===== src/rtl/miter_pkg.sv =====
// Purpose: shared types and constants for the keyed miter sweeper.
// Latency: n/a (package only).
// Backpressure: n/a.
// Contents: FSM state enum, vector-generator mode constants and the
// maximal-length Galois LFSR tap table for widths 2..32.
package miter_pkg;

    typedef enum logic [1:0] {
        IDLE = 2'd0,
        RUN  = 2'd1,
        DONE = 2'd2
    } state_t;

    localparam logic MODE_EXH  = 1'b0;
    localparam logic MODE_LFSR = 1'b1;

    // Toggle mask for a right-shifting Galois LFSR: when the bit shifted out
    // is 1, the shifted value is XORed with this mask. Every entry gives a
    // period of 2^width-1, so a nonzero seed never reaches 0.
    function automatic logic [31:0] lfsr_taps(input int width);
        logic [31:0] taps;
        case (width)
            2:       taps = 32'h0000_0003;
            3:       taps = 32'h0000_0006;
            4:       taps = 32'h0000_000C;
            5:       taps = 32'h0000_0014;
            6:       taps = 32'h0000_0030;
            7:       taps = 32'h0000_0060;
            8:       taps = 32'h0000_00B8;
            9:       taps = 32'h0000_0110;
            10:      taps = 32'h0000_0240;
            11:      taps = 32'h0000_0500;
            12:      taps = 32'h0000_0829;
            13:      taps = 32'h0000_100D;
            14:      taps = 32'h0000_2015;
            15:      taps = 32'h0000_6000;
            16:      taps = 32'h0000_D008;
            17:      taps = 32'h0001_2000;
            18:      taps = 32'h0002_0400;
            19:      taps = 32'h0004_0023;
            20:      taps = 32'h0009_0000;
            21:      taps = 32'h0014_0000;
            22:      taps = 32'h0030_0000;
            23:      taps = 32'h0042_0000;
            24:      taps = 32'h00E1_0000;
            25:      taps = 32'h0120_0000;
            26:      taps = 32'h0200_0023;
            27:      taps = 32'h0400_0013;
            28:      taps = 32'h0900_0000;
            29:      taps = 32'h1400_0000;
            30:      taps = 32'h2000_0029;
            31:      taps = 32'h4800_0000;
            32:      taps = 32'h8020_0003;
            default: taps = 32'h0000_0000;
        endcase
        return taps;
    endfunction

endpackage


===== src/rtl/miter_vec_gen.sv =====
// Purpose: stimulus vector source, binary up-counter or Galois LFSR.
// Latency: load/step take effect at the next rising edge of C.
// Backpressure: none; the vector holds whenever load and step are both low.
// Ports: C/R clock and async active-low reset; load (re)initialises the
// vector to 0 or SEED and latches mode; step advances one position; vec
// is the current vector.
module miter_vec_gen
    import miter_pkg::*;
#(
    parameter int IN_W = 8,
    parameter int SEED = 1
) (
    input  logic            C,
    input  logic            R,
    input  logic            load,
    input  logic            mode,
    input  logic            step,
    output logic [IN_W-1:0] vec
);

    localparam logic [31:0]     TAPS_ALL = lfsr_taps(IN_W);
    localparam logic [IN_W-1:0] TAPS     = TAPS_ALL[IN_W-1:0];
    localparam logic [IN_W-1:0] SEED_V   = IN_W'(SEED);

    logic            mode_q;
    logic [IN_W-1:0] lfsr_next;

    assign lfsr_next = {1'b0, vec[IN_W-1:1]} ^ (vec[0] ? TAPS : '0);

    always_ff @(posedge C or negedge R) begin
        if (!R) begin
            vec    <= '0;
            mode_q <= MODE_EXH;
        end else if (load) begin
            mode_q <= mode;
            vec    <= (mode == MODE_LFSR) ? SEED_V : '0;
        end else if (step) begin
            // Counter wraps modulo 2^IN_W naturally.
            vec <= (mode_q == MODE_LFSR) ? lfsr_next : vec + IN_W'(1);
        end
    end

endmodule


===== src/rtl/keyed_miter_sweeper.sv =====
// Purpose: sweep stimulus + key into an org/enc circuit pair and accumulate equality.
// Latency: start accepted at edge 0 -> done_o high in the cycle after edge NUM_VEC.
// Backpressure: none; start_i is ignored outside IDLE and is never queued.
// Ports: C/R clock and async active-low reset; start_i/mode_i/stop_on_fail_i/
// key_i sweep request; vec_o/key_o drive both circuits; org_i/enc_i their
// outputs; busy_o/done_o status; Q_o/Z_o/pass_o/err_cnt_o/first_fail_o results.
module keyed_miter_sweeper
    import miter_pkg::*;
#(
    parameter  int IN_W    = 8,
    parameter  int KEY_W   = 8,
    parameter  int OUT_W   = 2,
    parameter  int NUM_VEC = 256,
    parameter  int SEED    = 1,
    localparam int CNT_W   = $clog2(NUM_VEC + 1)
) (
    input  logic             C,
    input  logic             R,
    input  logic             start_i,
    input  logic             mode_i,
    input  logic             stop_on_fail_i,
    input  logic [KEY_W-1:0] key_i,
    output logic [IN_W-1:0]  vec_o,
    output logic [KEY_W-1:0] key_o,
    input  logic [OUT_W-1:0] org_i,
    input  logic [OUT_W-1:0] enc_i,
    output logic             busy_o,
    output logic             done_o,
    output logic [OUT_W-1:0] Q_o,
    output logic             Z_o,
    output logic             pass_o,
    output logic [CNT_W-1:0] err_cnt_o,
    output logic [IN_W-1:0]  first_fail_o
);

    localparam logic [CNT_W-1:0] IDX_LAST = CNT_W'(NUM_VEC - 1);

    state_t           state;
    logic             stop_q;
    logic             fail_seen;
    logic [CNT_W-1:0] idx;
    logic [OUT_W-1:0] mism;
    logic             any_mism;
    logic [OUT_W-1:0] q_next;
    logic             accept;
    logic             leave_run;

    // The circuits are combinational from vec_o/key_o, so the compare is
    // always against the vector currently presented.
    assign mism      = org_i ^ enc_i;
    assign any_mism  = |mism;
    assign q_next    = Q_o & ~mism;
    assign accept    = (state == IDLE) && start_i;
    assign leave_run = (idx == IDX_LAST) || (stop_q && any_mism);
    assign Z_o       = &Q_o;

    miter_vec_gen #(
        .IN_W (IN_W),
        .SEED (SEED)
    ) u_vec_gen (
        .C    (C),
        .R    (R),
        .load (accept),
        .mode (mode_i),
        .step (state == RUN),
        .vec  (vec_o)
    );

    always_ff @(posedge C or negedge R) begin
        if (!R) begin
            state        <= IDLE;
            key_o        <= '0;
            stop_q       <= 1'b0;
            busy_o       <= 1'b0;
            done_o       <= 1'b0;
            Q_o          <= '1;
            pass_o       <= 1'b0;
            err_cnt_o    <= '0;
            first_fail_o <= '0;
            fail_seen    <= 1'b0;
            idx          <= '0;
        end else begin
            case (state)
                IDLE: begin
                    done_o <= 1'b0;
                    if (start_i) begin
                        state        <= RUN;
                        busy_o       <= 1'b1;
                        key_o        <= key_i;
                        stop_q       <= stop_on_fail_i;
                        Q_o          <= '1;
                        pass_o       <= 1'b0;
                        err_cnt_o    <= '0;
                        first_fail_o <= '0;
                        fail_seen    <= 1'b0;
                        idx          <= '0;
                    end
                end
                RUN: begin
                    Q_o <= q_next;
                    idx <= idx + CNT_W'(1);
                    if (any_mism) begin
                        err_cnt_o <= err_cnt_o + CNT_W'(1);
                        if (!fail_seen) begin
                            first_fail_o <= vec_o;
                            fail_seen    <= 1'b1;
                        end
                    end
                    if (leave_run) begin
                        state  <= DONE;
                        busy_o <= 1'b0;
                        done_o <= 1'b1;
                        // Post-update Z, registered now so it is already
                        // valid in the same cycle done_o is high.
                        pass_o <= &q_next;
                    end
                end
                DONE: begin
                    state  <= IDLE;
                    done_o <= 1'b0;
                    pass_o <= Z_o;
                end
                default: begin
                    state  <= IDLE;
                    busy_o <= 1'b0;
                    done_o <= 1'b0;
                end
            endcase
        end
    end

endmodule

===== config.mk =====
export PLATFORM = sky130hd
export DESIGN_NAME = keyed_miter_sweeper
export DESIGN_NICKNAME = d
export VERILOG_FILES = /design/src/rtl/miter_pkg.sv /design/src/rtl/miter_vec_gen.sv /design/src/rtl/keyed_miter_sweeper.sv
export SDC_FILE = /design/constraint.sdc
export NUM_CORES = 1
export LEC_CHECK = 0
export BUFFER_PORTS_ARGS = -buffer_cell sky130_fd_sc_hd__buf_2
export CAP_MARGIN = 20
export CELL_PAD_IN_SITES_DETAIL_PLACEMENT = 1
export CELL_PAD_IN_SITES_GLOBAL_PLACEMENT = 1
export CORE_ASPECT_RATIO = 0.75
export CORE_MARGIN = 5
export CORE_UTILIZATION = 46
export CTS_BUF_LIST = sky130_fd_sc_hd__clkbuf_4 sky130_fd_sc_hd__clkbuf_8
export DETAILED_ROUTE_END_ITERATION = 8
export PLACE_DENSITY_LB_ADDON = 0.15
export SETUP_SLACK_MARGIN = 0.1
export SYNTH_ARGS = -nofsm -noshare
export SYNTH_HDL_FRONTEND = slang
export SYNTH_SLANG_ARGS = --single-unit

===== constraint.sdc =====
create_clock -name C -period 4.1 [get_ports C]
set_clock_uncertainty 0.15 [all_clocks]
set_input_delay 0.615 -clock C [delete_from_list [all_inputs] [get_ports C]]
set_output_delay 0.615 -clock C [all_outputs]
set_load 0.05 [all_outputs]

==> results.yml <==
clock_network:
  insertion_delay_ns: 0.30
  cts_sinks: 52
  cts.clk_slew.worst_paths_ns: 0.10
  clockBufferDepth: 2
  postCtsResizedCells: 0
  ctsHoldBuffers: 0
  cts_tree: "yes"
  cts_root_buf: "clkbuf_8"
  post_cts_buffers: 0
  h-tree-depth: 2
  numCtsBuffers: 5
power_and_ir_drop:
  comb_power_share: 0.526
  power_density_nw_per_um2: 805
  sequentialPowerShare: 0.352
  totalPowerFinal_mw: 2.44
  p_leak_nw: 1.53
  p_switching_mw: 1.28
  vdd_drop_max_mv: 0.436
  sw_frac_of_total: 0.524
  clkPwrFrac: 0.122
  p_int_mw: 1.16
min_path:
  worst_hold_path_type: "in2async"
logic_synthesis:
  async_flop_share: 1.00
  syn-instance-count: 265
  synth_seq_cells: 52
  synth_top_family_by_area: "compound AO/OA/AOI/OAI gates"
  synth_compound_area_frac: 0.182
  synthMuxAreaShare: 0.0177
  synth_area_sq_um: 2620
  synth_top_area_cell: "dfrtp_1"
  synth_top_area_frac: 0.478
  synth_most_common_cell: "dfrtp_1"
  ys_warn_count: 0
  syn_avg_cell_area_sq_um: 9.89
  syn_nets: 290
  yosys_most_used_dff: "dfrtp_1"
  synth-edff-count: 0
  synthTopCellsByArea: "dfrtp_1 (48%), nand2_1 (6.2%), ha_1 (3.8%)"
  synth_adder_area_share: 0.0382
  ys_types: 50
  synth-xor-area-share: 0.0492
  synthTopCellsByCount: "dfrtp_1 (50), nand2_1 (43), o21ai_0 (18), nor2_1 (15), a21oi_1 (12)"
  synth_simple_gate_area_frac: 0.179
  seq_area_frac_synth: 0.498
worst_setup_path:
  worst_path_largest_cell_delay_ns: 0.60
  cp_cell_sequence: "inv_1 -> ha_1 -> inv_1 -> o311a_1 -> a31o_1 -> a21oi_1"
  worst-path-buf-inv: 2
  crit_path_start_kind: "flop"
  critPathRequiredTime_ns: 4.19
  crit_arrival_ns: 2.71
  endpoint_kind: "flop"
  critical-path-top-delay-family: "compound AO/OA/AOI/OAI gates"
  path_depth: 6
  cp_slowest_cell: "ha_1"
  path_common_cell: "inv_1"
  crit_type: "reg2reg"
  r2r_cells: 6
  critPathMaxFanout: 21
run:
  maxCapViolCount: 0
sta:
  period_minus_slack_ns: 2.63
  fin_crit_sh: 0.641
  worst_slack_ns: 1.47
  tns_ns: 0
  hold_violations: 0
  report.final.slew_viol_count: 0
  grt_setup_unrepaired: "no"
  final-setup-viol-count: 0
  max_slew.worst_pin.slew_ns: 0.887
  clock.fmax_mhz: 380
  maxSlewHeadroom: 0.409
final_layout:
  antenna_cells: 0
  final_layout_size_suffix_gt1_frac: 0.241
  area_growth_syn_to_layout_pct: 15.5
  layout.cells.non_filler: 391
  fin_nets: 340
grt:
  grt_use_total: 0.196
  grt_pass1_vias: 2276
  grt_pass1_wl_um: 11500
  antenna_found_initial: 0
  grt-ovfl-total: 0
  grt_max_degree: 41
status:
  status: "complete, no violations"
route:
  drtIter0Drc: 78
  routed-via-count: 2187
  viasPerCell: 5.59
  routed_wl_um: 6760
  firstDrtPassIters: 4
  wl_per_cell_um: 17.3
  drc: 0
  antenna_left: 0
place:
  finalWeightedCongestion: 0.840
  dp.final_hpwl_um: 4970
  dp.cells: 383
  port_buffers: 55
  place_ws_ns: 1.47
floorplanning:
  fp.dieW_um: 97.1
  core_area_sq_um: 5440
  start_util: 0.482
  top_level_ports: 56
  rows: 23
  die-area_sq_um: 7320
  die_y_um: 75.4
==> routing by layer <==
layer	routed length, um	track usage
met1	3330	0.269
met2	3160	0.328
met3	236	0.0384
met4	34	0.0483
met5	0	0
==> placed cells by master (no fill, tap or decap), types with 2 or more instances in the layout <==
cell type	synthesis	routed
nor2b_1	2	2
o211ai_1	2	2
o21ai_0	18	18
xor2_1	6	6
mux2i_1	2	2
o221ai_1	2	2
and2_1	3	3
o22ai_1	2	2
nand2_1	43	43
dfrtp_1	50	50
nand2b_1	3	3
a21oi_1	12	12
xor2_2	2	2
and3_1	3	3
nor3b_1	5	5
a31oi_1	6	6
nand3_1	5	5
a211oi_1	2	2
xnor2_1	5	5
dfstp_2	2	2
nand4_1	5	5
inv_1	10	10
clkbuf_4	0	2
nor2_1	15	15
a22o_1	8	8
a21o_1	4	4
o31ai_1	2	2
clkbuf_8	0	5
o21ai_2	2	2
buf_2	5	55
ha_1	8	8
and4_1	5	5
nor3_1	2	2
==> cells by family after synthesis <==
| logic type | Yosys count |
|---|---|
| buf+inv | 23 |
| fa+ha+maj | 8 |
| compound gates | 70 |
| mux | 4 |
| xor+xnor | 13 |
| simple gates | 95 |
| flops | 52 |
==> power groups by stage <==
stage	logic, mW	clock network, mW	registers [mW]
finish	1.28	0.298	0.859
global route	1.39	0.324	0.893
CTS	1.29	0.304	0.860
detailed placement	1.29	0	0.868
global placement	1.25	0	0.859
floorplan	0.580	0	1.25
==> worst paths after layout <==
check,start,to,slack [ns]
worst max-delay path,state[1]$_DFFE_PN0P_,err_cnt_o[7]$_DFFE_PN0P_,1.47
worst min-delay path,R,err_cnt_o[7]$_DFFE_PN0P_,0.28
worst max register to register,state[1]$_DFFE_PN0P_,err_cnt_o[7]$_DFFE_PN0P_,1.47
worst min register to register,key_o[1]$_DFFE_PN0P_,key_o[1]$_DFFE_PN0P_,0.33
max in group asynchronous,R,state[1]$_DFFE_PN0P_,2.78
min in group C,key_o[1]$_DFFE_PN0P_,key_o[1]$_DFFE_PN0P_,0.33
==> cell type report <==
class                   instances  area (sq um)
repair buffers                 56           283
inverters                      10          37.5
flip-flops and latches         52          1300
multi-input cells             190          1220
clock inverters                 1          5.00
fillers                       639          2410
clock buffers                   7          83.8
well taps                      75          93.8
==> stage by stage <==
stage           util  area (sq um)  hold slack, ns
2_1_floorplan      -          2620           0.169
3_3_place_gp   0.540          2940           0.305
3_5_place_dp   0.540          2940           0.312
4_1_cts        0.556          3030           0.299
5_1_grt        0.556          3030           0.339
6_report       0.556          3030           0.283
==> sequential cells by signal, indices dropped and copies added, names as in the netlist, 2 cells and up <==
name,cells
err_cnt_o,9
idx,9
first_fail_o,8
key_o,8
u_vec_gen.vec,8
Q_o,2
state,2
==> worst register-to-register path: stages (launching register included) <==
cell	delay, ns
dfrtp_1	0.42
inv_1	0.11
ha_1	0.60
inv_1	0.44
o311a_1	0.51
a31o_1	0.23
a21oi_1	0.12
No activity file was read; power rests on OpenSTA's default activity.
